File: src/rtl/branch_resolve_if.sv
// Redirect interface between the branch resolve unit, the ID stage and the fetch address selector.
// master = the resolve unit (consumes ID operands, drives redirect); slave = the ID/fetch side.
interface branch_resolve_if #(
  parameter int ADDR_W = 8,
  parameter int DATA_W = 16,
  parameter int CNT_W  = 16
);
  logic              id_valid;
  logic              id_is_branch;
  logic              id_is_jump;
  logic [1:0]        id_cond;
  logic [ADDR_W-1:0] id_pc;
  logic [ADDR_W-1:0] id_offset;
  logic [ADDR_W-1:0] id_target;
  logic [DATA_W-1:0] id_rs_val;
  logic [DATA_W-1:0] id_rt_val;
  logic              fetch_ready;
  logic              redirect_select;
  logic [ADDR_W-1:0] redirect_address;
  logic              stall_id;
  logic              flush_if_id;
  logic [CNT_W-1:0]  branch_count;
  logic [CNT_W-1:0]  taken_count;

  modport master (
    input  id_valid, id_is_branch, id_is_jump, id_cond, id_pc, id_offset,
           id_target, id_rs_val, id_rt_val, fetch_ready,
    output redirect_select, redirect_address, stall_id, flush_if_id,
           branch_count, taken_count
  );

  modport slave (
    output id_valid, id_is_branch, id_is_jump, id_cond, id_pc, id_offset,
           id_target, id_rs_val, id_rt_val, fetch_ready,
    input  redirect_select, redirect_address, stall_id, flush_if_id,
           branch_count, taken_count
  );
endinterface

File: src/rtl/branch_resolve_unit.sv
// Resolves branches/jumps in a registered EX cycle, drives the fetch redirect, squashes
// wrong-path IF/ID contents and keeps saturating branch/taken statistics.
//
// state   | meaning
// IDLE    | waiting for a control-flow instruction
// RESOLVE | one EX cycle evaluating the captured branch/jump
// HOLD    | redirect pending, fetch not ready
// FLUSH   | wrong-path squash countdown
module branch_resolve_unit #(
  parameter int ADDR_W       = 8,
  parameter int DATA_W       = 16,
  parameter int FLUSH_CYCLES = 2,
  parameter int CNT_W        = 16
) (
  input  logic             clk,
  input  logic             rst_n,
  branch_resolve_if.master bus
);
  typedef enum logic [1:0] {S_IDLE, S_RESOLVE, S_HOLD, S_FLUSH} state_t;

  localparam logic [2:0] FLUSH_LOAD = 3'(FLUSH_CYCLES - 1);

  state_t            state_q, state_d;
  logic [ADDR_W-1:0] pc_q, off_q, tgt_q, addr_q, addr_d;
  logic [DATA_W-1:0] rs_q, rt_q;
  logic [1:0]        cond_q;
  logic              jump_q;
  logic [2:0]        flush_q;
  logic [CNT_W-1:0]  branch_q, taken_q;

  logic              capture, br_inc, tk_inc, flush_load;
  logic              cond_true, taken;
  logic [ADDR_W-1:0] target;

  always_comb begin
    case (cond_q)
      2'd0:    cond_true = (rs_q == rt_q);
      2'd1:    cond_true = (rs_q != rt_q);
      2'd2:    cond_true = ($signed(rs_q) <  $signed(rt_q));
      default: cond_true = ($signed(rs_q) >= $signed(rt_q));
    endcase
  end

  assign taken  = jump_q | cond_true;
  // Branch target wraps modulo 2^ADDR_W by plain truncation.
  assign target = jump_q ? tgt_q : (pc_q + ADDR_W'(1) + off_q);

  always_comb begin
    state_d             = state_q;
    addr_d              = addr_q;
    capture             = 1'b0;
    br_inc              = 1'b0;
    tk_inc              = 1'b0;
    flush_load          = 1'b0;
    bus.redirect_select = 1'b0;
    bus.stall_id        = 1'b0;
    bus.flush_if_id     = 1'b0;
    case (state_q)
      S_IDLE: begin
        if (bus.id_valid && (bus.id_is_branch || bus.id_is_jump)) begin
          capture = 1'b1;
          state_d = S_RESOLVE;
        end
      end
      S_RESOLVE: begin
        br_inc = 1'b1;
        if (taken) begin
          addr_d = target;
          if (bus.fetch_ready) begin
            bus.redirect_select = 1'b1;
            tk_inc              = 1'b1;
            flush_load          = 1'b1;
            state_d             = S_FLUSH;
          end else begin
            state_d = S_HOLD;
          end
        end else begin
          state_d = S_IDLE;
        end
      end
      S_HOLD: begin
        bus.stall_id        = 1'b1;
        bus.redirect_select = 1'b1;
        if (bus.fetch_ready) begin
          tk_inc     = 1'b1;
          flush_load = 1'b1;
          state_d    = S_FLUSH;
        end
      end
      S_FLUSH: begin
        bus.flush_if_id = 1'b1;
        if (flush_q == 3'd0) state_d = S_IDLE;
      end
      default: state_d = S_IDLE;
    endcase
  end

  // Address follows the fresh target in RESOLVE and otherwise holds the last redirect.
  assign bus.redirect_address = addr_d;
  assign bus.branch_count     = branch_q;
  assign bus.taken_count      = taken_q;

  always_ff @(posedge clk or negedge rst_n) begin
    if (!rst_n) begin
      state_q  <= S_IDLE;
      pc_q     <= '0;
      off_q    <= '0;
      tgt_q    <= '0;
      rs_q     <= '0;
      rt_q     <= '0;
      cond_q   <= '0;
      jump_q   <= 1'b0;
      addr_q   <= '0;
      flush_q  <= '0;
      branch_q <= '0;
      taken_q  <= '0;
    end else begin
      state_q <= state_d;
      addr_q  <= addr_d;
      if (capture) begin
        pc_q   <= bus.id_pc;
        off_q  <= bus.id_offset;
        tgt_q  <= bus.id_target;
        rs_q   <= bus.id_rs_val;
        rt_q   <= bus.id_rt_val;
        cond_q <= bus.id_cond;
        jump_q <= bus.id_is_jump;
      end
      if (flush_load)
        flush_q <= FLUSH_LOAD;
      else if (state_q == S_FLUSH && flush_q != 3'd0)
        flush_q <= flush_q - 3'd1;
      if (br_inc && branch_q != '1) branch_q <= branch_q + CNT_W'(1);
      if (tk_inc && taken_q  != '1) taken_q  <= taken_q + CNT_W'(1);
    end
  end
endmodule

File: src/flat_wrapper.sv
// flat-port wrapper written by rule: the top's interface ports become plain ports
module branch_resolve_unit_flat 
#(
  parameter int ADDR_W       = 8,
  parameter int DATA_W       = 16,
  parameter int FLUSH_CYCLES = 2,
  parameter int CNT_W        = 16
)
  (clk, rst_n, bus_id_valid, bus_id_is_branch, bus_id_is_jump, bus_id_cond, bus_id_pc, bus_id_offset, bus_id_target, bus_id_rs_val, bus_id_rt_val, bus_fetch_ready, bus_redirect_select, bus_redirect_address, bus_stall_id, bus_flush_if_id, bus_branch_count, bus_taken_count);
  branch_resolve_if #(.ADDR_W(ADDR_W), .DATA_W(DATA_W), .CNT_W(CNT_W)) bus_i ();
  input  logic clk;
  input  logic rst_n;
  input wire logic [$bits(bus_i.id_valid)-1:0] bus_id_valid;
  input wire logic [$bits(bus_i.id_is_branch)-1:0] bus_id_is_branch;
  input wire logic [$bits(bus_i.id_is_jump)-1:0] bus_id_is_jump;
  input wire logic [$bits(bus_i.id_cond)-1:0] bus_id_cond;
  input wire logic [$bits(bus_i.id_pc)-1:0] bus_id_pc;
  input wire logic [$bits(bus_i.id_offset)-1:0] bus_id_offset;
  input wire logic [$bits(bus_i.id_target)-1:0] bus_id_target;
  input wire logic [$bits(bus_i.id_rs_val)-1:0] bus_id_rs_val;
  input wire logic [$bits(bus_i.id_rt_val)-1:0] bus_id_rt_val;
  input wire logic [$bits(bus_i.fetch_ready)-1:0] bus_fetch_ready;
  output wire logic [$bits(bus_i.redirect_select)-1:0] bus_redirect_select;
  output wire logic [$bits(bus_i.redirect_address)-1:0] bus_redirect_address;
  output wire logic [$bits(bus_i.stall_id)-1:0] bus_stall_id;
  output wire logic [$bits(bus_i.flush_if_id)-1:0] bus_flush_if_id;
  output wire logic [$bits(bus_i.branch_count)-1:0] bus_branch_count;
  output wire logic [$bits(bus_i.taken_count)-1:0] bus_taken_count;
  assign bus_i.id_valid = bus_id_valid;
  assign bus_i.id_is_branch = bus_id_is_branch;
  assign bus_i.id_is_jump = bus_id_is_jump;
  assign bus_i.id_cond = bus_id_cond;
  assign bus_i.id_pc = bus_id_pc;
  assign bus_i.id_offset = bus_id_offset;
  assign bus_i.id_target = bus_id_target;
  assign bus_i.id_rs_val = bus_id_rs_val;
  assign bus_i.id_rt_val = bus_id_rt_val;
  assign bus_i.fetch_ready = bus_fetch_ready;
  assign bus_redirect_select = bus_i.redirect_select;
  assign bus_redirect_address = bus_i.redirect_address;
  assign bus_stall_id = bus_i.stall_id;
  assign bus_flush_if_id = bus_i.flush_if_id;
  assign bus_branch_count = bus_i.branch_count;
  assign bus_taken_count = bus_i.taken_count;
  branch_resolve_unit #(.ADDR_W(ADDR_W), .DATA_W(DATA_W), .FLUSH_CYCLES(FLUSH_CYCLES), .CNT_W(CNT_W)) u_core (.clk(clk), .rst_n(rst_n), .bus(bus_i));
endmodule
File: config.mk
export PLATFORM = sky130hd
export DESIGN_NAME = branch_resolve_unit_flat
export DESIGN_NICKNAME = d
export VERILOG_FILES = /design/src/rtl/branch_resolve_if.sv /design/src/rtl/branch_resolve_unit.sv /design/src/flat_wrapper.sv
export SDC_FILE = /design/constraint.sdc
export NUM_CORES = 1
export LEC_CHECK = 0
export ABC_CLOCK_PERIOD_IN_PS = 3400
export CAP_MARGIN = 20
export CORE_UTILIZATION = 40
export CTS_CLUSTER_DIAMETER = 200
export CTS_CLUSTER_SIZE = 20
export DETAILED_ROUTE_END_ITERATION = 8
export DONT_BUFFER_PORTS = 1
export SLEW_MARGIN = 5
export SYNTH_ARGS = -nofsm -noshare
export SYNTH_HDL_FRONTEND = slang
export SYNTH_SLANG_ARGS = --single-unit
export TNS_END_PERCENT = 10
File: constraint.sdc
create_clock -name clk -period 3.4 [get_ports clk]
set_clock_uncertainty 0.1 [all_clocks]
set_input_delay 0.68 -clock clk [delete_from_list [all_inputs] [get_ports clk]]
set_output_delay 0.68 -clock clk [all_outputs]
set_load 0.01 [all_outputs]
==> flow_summary_export.csv <==
group,metric,value,unit
outcome,status,"complete, but fails checks",
outcome,violations,"setup timing",
finish,fin_nets,555,
setup_path,max_stage_delay,0.39,ns
yosys,synth.distinct_cells,47,
drt,dr.pass1.iters,4,
sta,post-route-period-util,109,%
floorplanning,start_util,41.3,%
drt,vias_per_cell,5.13,
placement,place_congestion,0.760,
finish,post-route-cell-area,5890,sq um
hold_path,hp-class,"input pin to asynchronous set/reset pin",
global_routing,grt_pass1_vias,3244,
setup_path,critPathKind,"register to primary output",
finish,num_antenna_cells,0,
global_routing,overflow,0,
floorplanning,core_area,12700,sq um
power,comb_power_share,44.1,%
setup_path,critPathMaxFanout,12,
power,power,0.00594,W
clocking,cts_max_level,3,
global_routing,grt_antenna_before_repair,1,
clocking,path_clk_slew,0.07,ns
yosys,synth_flop_cell,"dfrtp_1",
yosys,postSynthCellCount,448,
setup_path,path_common_cell,"mux2_4",
placement,dp_hpwl,7.00,mm
sta,grt_setup_unrepaired,"yes",
yosys,synth_edf_count,0,
finish,area_growth,12.5,%
yosys,yosysSeqAreaShare,49.7,%
yosys,synth_fp_nets,544,
finish,layout_commonest_cell,"dfrtp_1",
finish,layout_common_cells,"104 x dfrtp_1, 65 x mux2_2, 34 x xnor2_1, 32 x inv_1, 30 x ha_1",
sta,worst_pin_slew,0.764,ns
clocking,cts_buffer_depth,2,
sta,relSlewSlack,49.1,%
drt,drt_iter0_drc,109,
power,p_sw_share,35.9,%
placement,dpl_cell_area,5450,sq um
drt,postRouteAntennaNets,0,
clocking,clock_sinks,104,
clocking,cts_buffers,9,
setup_path,endpoint_kind,"primary output",
power,pwr-share-seq,35.6,%
setup_path,crit_chain,"inv_1 > ha_1 > nor2b_1 > o211ai_1 > a2111oi_2 > or3_4 > mux2_4 > o21a_1 > buf_6 > mux2_4",
floorplanning,io_pins,107,
clocking,root_buffer,"clkbuf_16",
sta,report.final.slew_viol_count,0,
clocking,cts_tree,"yes",
yosys,async_reset_ff_share,100,%
sta,finalSetupViolCount,9,
clocking,clk_latency,0.35,ns
drt,wire_per_inst,15.4,um
power,p_int,0.00381,W
power,clockPowerShare,20.3,%
floorplanning,dieHeight,116,um
setup_path,cp_data_required_time,2.62,ns
yosys,synth_area,5240,sq um
power,p_switching,0.00213,W
job,drv_cap,0,
power,leakagePower,2.64,nW
finish,drive_gt1_share,22.6,%
placement,io_buffers,0,
drt,vias,3260,
floorplanning,rows,41,
setup_path,cp-start-kind,"register",
yosys,ys_seq_elements,104,
global_routing,grt_usage,15.5,%
power,peakVddDrop,507,uV
global_routing,grt_pass1_wl,15.8,mm
yosys,avgSynthCellArea,11.7,sq um
drt,route.detailed.drc,0,
drt,routed_wirelength,9.80,mm
sta,hold_violations,0,
floorplanning,die-area,13500,sq um
sta,worst_slack,-0.292,ns
sta,fin_tns_setup,-2.46,ns
setup_path,worstPathArrival,2.91,ns
setup_path,crit_slowest_cell,"or3_4",
global_routing,grt_max_degree,105,
setup_path,r2r_cells,11,
sta,post-route-min-period,3.69,ns
floorplanning,die_w,116,um
sta,fmax,271,MHz
yosys,ys_warn_count,0,
power,power_density,1010,nW/um^2
==> cell usage after synthesis, types with 2 or more instances <==
cell / number / area [sq um]
ha_1: 31 / 388
inv_1: 32 / 120
a21oi_1: 16 / 80.1
nand3b_1: 2 / 15.0
nand4_1: 5 / 31.3
xnor2_1: 34 / 298
mux2_2: 66 / 743
and4_1: 6 / 52.6
mux2_4: 2 / 30.0
dfrtp_1: 104 / 2600
nor3b_1: 3 / 22.5
o21ai_0: 11 / 55.1
nor2_1: 16 / 60.1
o31ai_1: 2 / 15.0
o21a_1: 2 / 15.0
a31oi_1: 2 / 12.5
clkbuf_1: 10 / 37.5
nor2b_1: 2 / 12.5
buf_6: 2 / 22.5
nand2_1: 28 / 105
nand2b_1: 3 / 18.8
xor2_1: 4 / 35.0
nand3_1: 25 / 125
nor3_1: 6 / 30.0
and3_1: 5 / 31.3
mux2i_1: 2 / 20.0
o211ai_1: 4 / 30.0
and2_1: 4 / 25.0
==> power groups by stage <==
stage	clock network [W]	registers [W]	logic, W
final	0.00121	0.00212	0.00262
after global routing	0.00130	0.00219	0.00293
after CTS	0.00125	0.00212	0.00263
after detailed placement	0	0.00214	0.00252
after global placement	0	0.00212	0.00246
after floorplan	0	0.00202	0.00206
==> final timing paths <==
kind	from	end	slack, ns
max	u_core.rt_q[1]	bus_redirect_address[5]	-0.29
min	rst_n	u_core.rs_q[11]	0.17
max reg2reg	u_core.rt_q[1]	u_core.bus.taken_count[9]	0.49
min reg2reg	u_core.rt_q[9]	u_core.rt_q[9]	0.41
max in group asynchronous	rst_n	u_core.bus.taken_count[14]	2.64
min in group clk	bus_id_is_jump	u_core.jump_q	0.37
==> timing repair <==
action                                 CTS  global route
pin swaps                                5             1
gates resized for setup                  9             1
buffers inserted                         2             1
hold buffers                             1             0
setup endpoints to repair                9             9
endpoints found under the hold margin  104             0
==> critical path: cells and delay by family (launching register included) <==
| kind | cells | cell delay, ns |
|---|---|---|
| buffers and inverters | 2 | 0.20 |
| adder cells (fa/ha/maj) | 1 | 0.29 |
| AO/OA/AOI/OAI | 3 | 0.56 |
| flip-flops | 1 | 0.34 |
| multiplexers | 2 | 0.65 |
| AND/OR/NAND/NOR | 2 | 0.52 |
==> logic make-up (layout without fill, tap and decap cells) <==
family	count (synthesis)	after routing	share of synthesized area [%]
and+or+nand+nor	113	113	11.9
DFF	104	104	49.7
muxes	71	71	15.4
AOI/OAI and AO/OA	45	45	5.38
buffers and inverters	45	61	3.51
xor gates and xnor gates	38	38	6.36
adders and majority gates	32	32	7.79
==> state kept, by name, indices dropped and copies added, names as in the netlist, named ones only <==
register	flops
u_core.off_q	8
u_core.bus.taken_count	16
u_core.cond_q	2
u_core.rs_q	16
u_core.state_q	1
u_core.addr_q	8
u_core.tgt_q	8
u_core.jump_q	1
u_core.flush_q	3
u_core.rt_q	16
u_core.pc_q	8
u_core.bus.branch_count	16
==> layer usage <==
| metal | vias to the layer above | global-route usage, % | wire, um |
|---|---|---|---|
| met5 | - | 0 | 10 |
| met4 | 2 | 4.10 | 108 |
| li1 | 1569 | - | - |
| met2 | 77 | 24.6 | 4700 |
| met3 | 13 | 7.11 | 747 |
| met1 | 1599 | 19.1 | 4240 |
==> per-stage QoR <==
stage	std cells	utilization (%)	hold slack [ns]	worst slack, ns
final	636	46.5	0.165	-0.292
after global routing	636	46.5	0.179	-0.480
after CTS	635	46.4	0.183	-0.338
after detailed placement	616	43.0	0.287	-0.00929
after global placement	616	43.0	0.287	0.0802
after floorplan	448	-	0.284	0.174
==> layout make-up <==
class                   count  area, sq um
repair buffers             13          121
inverters                  32          120
clock inverters             5          103
multi-input cells         299         2480
clock buffers              11          253
fillers                  1196         6780
flip-flops and latches    104         2600
well taps                 172          215
Power figures use the tool's default switching activity.
